## config.mk

```make
export PLATFORM = sky130hd
export DESIGN_NAME = mult_div_unit
export DESIGN_NICKNAME = d
export VERILOG_FILES = /design/src/rtl/mult_div_unit.sv
export SDC_FILE = /design/constraint.sdc
export NUM_CORES = 1
export LEC_CHECK = 0
export BUFFER_PORTS_ARGS = -buffer_cell sky130_fd_sc_hd__buf_2
export CORE_AREA = 2 2 180 270
export DETAILED_ROUTE_END_ITERATION = 7
export DIE_AREA = 0 0 182 272
export HOLD_SLACK_MARGIN = 0.06
export SLEW_MARGIN = 20
export SYNTH_ARGS = -nofsm -noshare
export SYNTH_HDL_FRONTEND = slang
export SYNTH_SLANG_ARGS = --single-unit
```

## constraint.sdc

```tcl
create_clock -name clk -period 5.9 [get_ports clk]
set_input_delay 0.59 -clock clk [delete_from_list [all_inputs] [get_ports clk]]
set_output_delay 0.59 -clock clk [all_outputs]
set_load 0.005 [all_outputs]
```

## src/rtl/mult_div_unit.sv

```systemverilog
// mult_div_unit: iterative multiply/divide unit owning the architectural HI/LO
// registers. It uses a shift-add multiply and a restoring divide, and both run
// on operand magnitudes. A final FIX cycle applies the sign correction and
// writes HI/LO.
//
// Ports:
//   clk       system clock, rising edge
//   rst       synchronous active-low reset
//   start     operation request, sampled only while busy=0
//   op        000 MULT, 001 MULTU, 010 DIV, 011 DIVU, 100 MTHI, 101 MTLO
//   src_a     multiplicand / dividend / MTHI-MTLO data
//   src_b     multiplier / divisor
//   busy      multiply/divide in progress
//   done      one-cycle pulse when HI/LO hold a new result
//   div_zero  one-cycle pulse with done for a divide by zero
//   hi, lo    HI/LO registers
module mult_div_unit #(
  parameter int unsigned DATA_WIDTH = 32
) (
  input  logic                  clk,
  input  logic                  rst,
  input  logic                  start,
  input  logic [2:0]            op,
  input  logic [DATA_WIDTH-1:0] src_a,
  input  logic [DATA_WIDTH-1:0] src_b,
  output logic                  busy,
  output logic                  done,
  output logic                  div_zero,
  output logic [DATA_WIDTH-1:0] hi,
  output logic [DATA_WIDTH-1:0] lo
);

  localparam int unsigned W  = DATA_WIDTH;
  localparam int unsigned CW = $clog2(DATA_WIDTH);

  localparam logic [2:0] OP_MULT  = 3'b000;
  localparam logic [2:0] OP_MULTU = 3'b001;
  localparam logic [2:0] OP_DIV   = 3'b010;
  localparam logic [2:0] OP_DIVU  = 3'b011;
  localparam logic [2:0] OP_MTHI  = 3'b100;
  localparam logic [2:0] OP_MTLO  = 3'b101;

  typedef enum logic [1:0] {IDLE, MUL, DIV, FIX} state_t;

  state_t          state;
  logic [CW-1:0]   cnt;
  // MUL: {partial product high, remaining multiplier bits}
  // DIV: {partial remainder, dividend bits shifting out / quotient shifting in}
  logic [2*W-1:0]  acc;
  logic [W-1:0]    opnd;      // multiplicand or divisor magnitude
  logic [W-1:0]    a_raw;     // raw dividend, returned in HI on divide by zero
  logic            is_div;
  logic            neg_lo;    // product sign or quotient sign
  logic            neg_hi;    // remainder sign
  logic            zero_div;

  logic            sign_a;
  logic            sign_b;
  logic [W-1:0]    mag_a;
  logic [W-1:0]    mag_b;
  logic [W:0]      mul_sum;
  logic [W:0]      div_diff;
  logic [2*W-1:0]  prod_fix;

  // Operand magnitudes at capture and the per-iteration datapath
  always_comb begin
    sign_a   = 1'b0;
    sign_b   = 1'b0;
    mag_a    = src_a;
    mag_b    = src_b;
    mul_sum  = '0;
    div_diff = '0;
    prod_fix = acc;
    // op[0]=0 selects the signed variants
    sign_a   = ~op[0] & src_a[W-1];
    sign_b   = ~op[0] & src_b[W-1];
    if (sign_a) mag_a = -src_a;
    if (sign_b) mag_b = -src_b;
    mul_sum  = {1'b0, acc[2*W-1:W]} + {1'b0, (acc[0] ? opnd : {W{1'b0}})};
    // Trial subtract of the left-shifted remainder
    div_diff = acc[2*W-1:W-1] - {1'b0, opnd};
    if (neg_lo) prod_fix = -acc;
  end

  // Control and datapath state
  always_ff @(posedge clk) begin
    if (!rst) begin
      state    <= IDLE;
      cnt      <= '0;
      acc      <= '0;
      opnd     <= '0;
      a_raw    <= '0;
      is_div   <= 1'b0;
      neg_lo   <= 1'b0;
      neg_hi   <= 1'b0;
      zero_div <= 1'b0;
      busy     <= 1'b0;
      done     <= 1'b0;
      div_zero <= 1'b0;
      hi       <= '0;
      lo       <= '0;
    end else begin
      done     <= 1'b0;
      div_zero <= 1'b0;
      unique case (state)
        IDLE: begin
          if (start) begin
            unique case (op)
              OP_MTHI: hi <= src_a;
              OP_MTLO: lo <= src_a;
              OP_MULT, OP_MULTU: begin
                state  <= MUL;
                busy   <= 1'b1;
                cnt    <= '0;
                is_div <= 1'b0;
                acc    <= {{W{1'b0}}, mag_b};
                opnd   <= mag_a;
                a_raw  <= src_a;
                neg_lo <= sign_a ^ sign_b;
                neg_hi <= sign_a ^ sign_b;
                zero_div <= 1'b0;
              end
              OP_DIV, OP_DIVU: begin
                state  <= DIV;
                busy   <= 1'b1;
                cnt    <= '0;
                is_div <= 1'b1;
                acc    <= {{W{1'b0}}, mag_a};
                opnd   <= mag_b;
                a_raw  <= src_a;
                neg_lo <= sign_a ^ sign_b;
                neg_hi <= sign_a;
                zero_div <= (src_b == '0);
              end
              default: ;  // reserved encodings are ignored
            endcase
          end
        end
        MUL: begin
          acc <= {mul_sum, acc[W-1:1]};
          cnt <= cnt + CW'(1);
          if (cnt == CW'(W - 1)) state <= FIX;
        end
        DIV: begin
          if (!div_diff[W]) acc <= {div_diff[W-1:0], acc[W-2:0], 1'b1};
          else              acc <= {acc[2*W-2:0], 1'b0};
          cnt <= cnt + CW'(1);
          if (cnt == CW'(W - 1)) state <= FIX;
        end
        FIX: begin
          state <= IDLE;
          busy  <= 1'b0;
          done  <= 1'b1;
          if (!is_div) begin
            hi <= prod_fix[2*W-1:W];
            lo <= prod_fix[W-1:0];
          end else if (zero_div) begin
            // Divide by zero returns the raw dividend with no sign fixup
            hi       <= a_raw;
            lo       <= '1;
            div_zero <= 1'b1;
          end else begin
            hi <= neg_hi ? -acc[2*W-1:W] : acc[2*W-1:W];
            lo <= neg_lo ? -acc[W-1:0]   : acc[W-1:0];
          end
        end
        default: state <= IDLE;
      endcase
    end
  end

endmodule
```

==> metrics.cfg <==
[drt]
dr.pass1.iters = 7
vias_per_cell = 6.067
drtIter0Drc = 1559
vias = 17801
routed_wl_um = 71380
drc_errors = 0
wl_per_cell_um = 24.33
antenna_left = 0

[yosys]
syn_nets = 2435
synth_most_common_cell = a21oi_1
ys.flop_type = dfxtp_1
syn-cell-area_sq_um = 16360
syn_area_per_cell_sq_um = 7.146
ys.warnings.count = 0
synth.top_cell.area_share = 0.2521
ys_top_cells_by_count = a21oi_1, nand2_1, dfxtp_1
synth_edf_count = 0
synth_area_leaders = dfxtp_1, a21oi_1, nand2_1, ha_1, xnor2_1
yosys_register_bits = 206
async_flop_share = 0
syn_inst = 2289
ys_types = 68
ys_seq_area_frac = 0.2521
yosys.area.top_type = dfxtp_1

[sta]
fmax_ghz = 0.2118
worst_pin_slew_ns = 1.171
min_period_ns = 4.721
grt_setup_unrepaired = no
finalHoldViolCount = 0
drv_slew = 0
finClkSkew_ns = 0.01321
setup_viol = 0
setup_tns_ns = 0
post-route-period-util = 0.8002
max_slew_margin = 0.2175

[cells_and_area]
utilization = 0.3846
fin_nets = 2466
drive_gt1_frac = 0.1131
fin_area_sq_um = 18200
diodes = 0
instances_no_fill = 2934
area_growth_pct = 11.29

[outcome]
status = complete, no violations

[clock_tree]
clockRootBuffer = clkbuf_16
cts_htree_levels = 1
clkTransAtPathRegs_ns = 0.07
cts_hold_buf = 0
clk_path_buf_depth = 3
cts_tree = done
cts_resized = 0
cts.sinks = 206
cts_buffers = 23
worstSkewPairLatency_ns = 0.54
postCtsSetupBuffers = 0

[global_routing]
antenna_found_initial = 0
grt_max_degree = 67
use_met2 = 0.4918
top_usage_layer = met2
grt_pass1_vias = 17108
use_met3 = 0.02901
grt_usage = 0.2805
grt_first_pass_wirelength_um = 106700
met1_usage = 0.3115
grt_overflow_total = 0

[worst_setup_path]
regToRegSetupSlack_ns = 1.18
cp.required_ns = 6.28
end_kind = register
rr_worst_depth = 14
crit_fanout = 17
cp.arrival_ns = 5.10
r2r_end = acc[44]$_SDFFE_PN0P_
rr_startpoint = acc[31]$_SDFFE_PN0P_
path_class = reg2reg
startpoint_type = register

[die]
die_x_um = 182
core_sq_um = 47330
die_area_sq_um = 49500
rows = 98
die_h_um = 272
floorplan.initialDensity = 0.3456
ios = 137

[place]
port_buffers = 136
gp_congestion = 1.005
post_dp_cell_area_sq_um = 17490
dpl.cell_count = 2895
dp_hpwl_um = 53980

[worst_hold_path]
whs_path_depth = 3
min_path_type = in2reg
min_to = a_raw[24]$_SDFFE_PN0P_
hp-start = src_a[24]

[flow_run]
cap_viol_max_count = 0

[power]
finalPower_w = 0.006317
power.static_leakage_nw = 7.148
ir_drop_mv = 0.5076
power_density_nw_per_um2 = 347.0

==> per-stage QoR <==
step	setup WS (ns)	hold WS, ns
4_1_cts	1.302	0.3347
3_3_place_gp	1.303	0.4403
2_1_floorplan	2.164	0.4319
5_1_grt	0.9729	0.3533
6_report	1.179	0.3521
3_5_place_dp	1.318	0.4439
==> layout by cell type, fill, tap and decap left out, drive strengths merged, types with 58 or more instances in the layout <==
| cell | synthesis | routed |
|---|---|---|
| xnor2 | 102 | 102 |
| xor2 | 62 | 62 |
| nand2 | 289 | 289 |
| a21oi | 308 | 308 |
| nor2 | 201 | 201 |
| inv | 74 | 75 |
| o21ai | 171 | 171 |
| buf | 22 | 180 |
| dfxtp | 206 | 206 |
| ha | 74 | 74 |
| nand3 | 58 | 58 |
==> state kept, by name (all words and copies together), names as in the netlist, 2 cells and up <==
| signal | flops |
|---|---|
| opnd | 32 |
| cnt | 5 |
| state | 2 |
| hi | 32 |
| a_raw | 32 |
| acc | 64 |
| lo | 32 |
==> cell families (layout without fill, tap and decap cells) <==
logic type	Yosys count	after routing	synth area share
buf+inv	248	293	0.05875
mux	43	43	0.02662
compound gates	816	816	0.3123
simple gates	736	736	0.2033
xor+xnor	164	164	0.08781
flops	206	206	0.2521
fa+ha+maj	76	76	0.05905
==> area by class of cell <==
type                       instances  area, sq um
clock buffer                      31        665.6
clock inverter                     8        46.29
fill                            5048        29130
inverter                          74        280.3
multi-input combinational       1835        11320
sequential                       206         4125
tap                              600        750.7
timing repair buffer             180         1011
==> power breakdown <==
part           internal [W]  total [W]  switching (W)
clock              0.000788    0.00143       0.000642
sequential          0.00160    0.00192       0.000328
combinational      0.000992    0.00296        0.00197
total               0.00338    0.00632        0.00294
==> routing by layer <==
layer  vias to the layer above  routed length, um
met2                       824              34860
li1                       8327                  -
met5                         -                  0
met4                         0               6309
met3                       231               4322
met1                      8419              25890
==> worst max-delay path, stage by stage, from the launching register on <==
cell      delay (ns)
dfxtp_1         0.37
inv_1           0.12
ha_1            0.24
fa_1            0.39
nand2b_1        0.20
a21oi_1         0.40
nor2_1          0.10
o21ai_1         0.36
o21ai_0         0.41
o21ai_1         0.36
a21oi_1         0.15
xnor2_2         0.71
buf_4           0.40
mux2i_1         0.22
o21ai_0         0.09
==> how the worst max path moves through the flow <==
stage	startpoint	endpoint	slack [ns]	cells past startpoint
2_1_floorplan	acc[0]$_SDFFE_PN0P_	hi[14]$_SDFFE_PN0P_	2.16	13
3_3_place_gp	acc[31]$_SDFFE_PN0P_	acc[45]$_SDFFE_PN0P_	1.30	14
6_report	acc[31]$_SDFFE_PN0P_	acc[44]$_SDFFE_PN0P_	1.18	14
3_5_place_dp	acc[31]$_SDFFE_PN0P_	acc[44]$_SDFFE_PN0P_	1.32	14
4_1_cts	acc[31]$_SDFFE_PN0P_	acc[44]$_SDFFE_PN0P_	1.30	14
5_1_grt	acc[31]$_SDFFE_PN0P_	acc[40]$_SDFFE_PN0P_	0.97	14
Power figures use the tool's default switching activity.
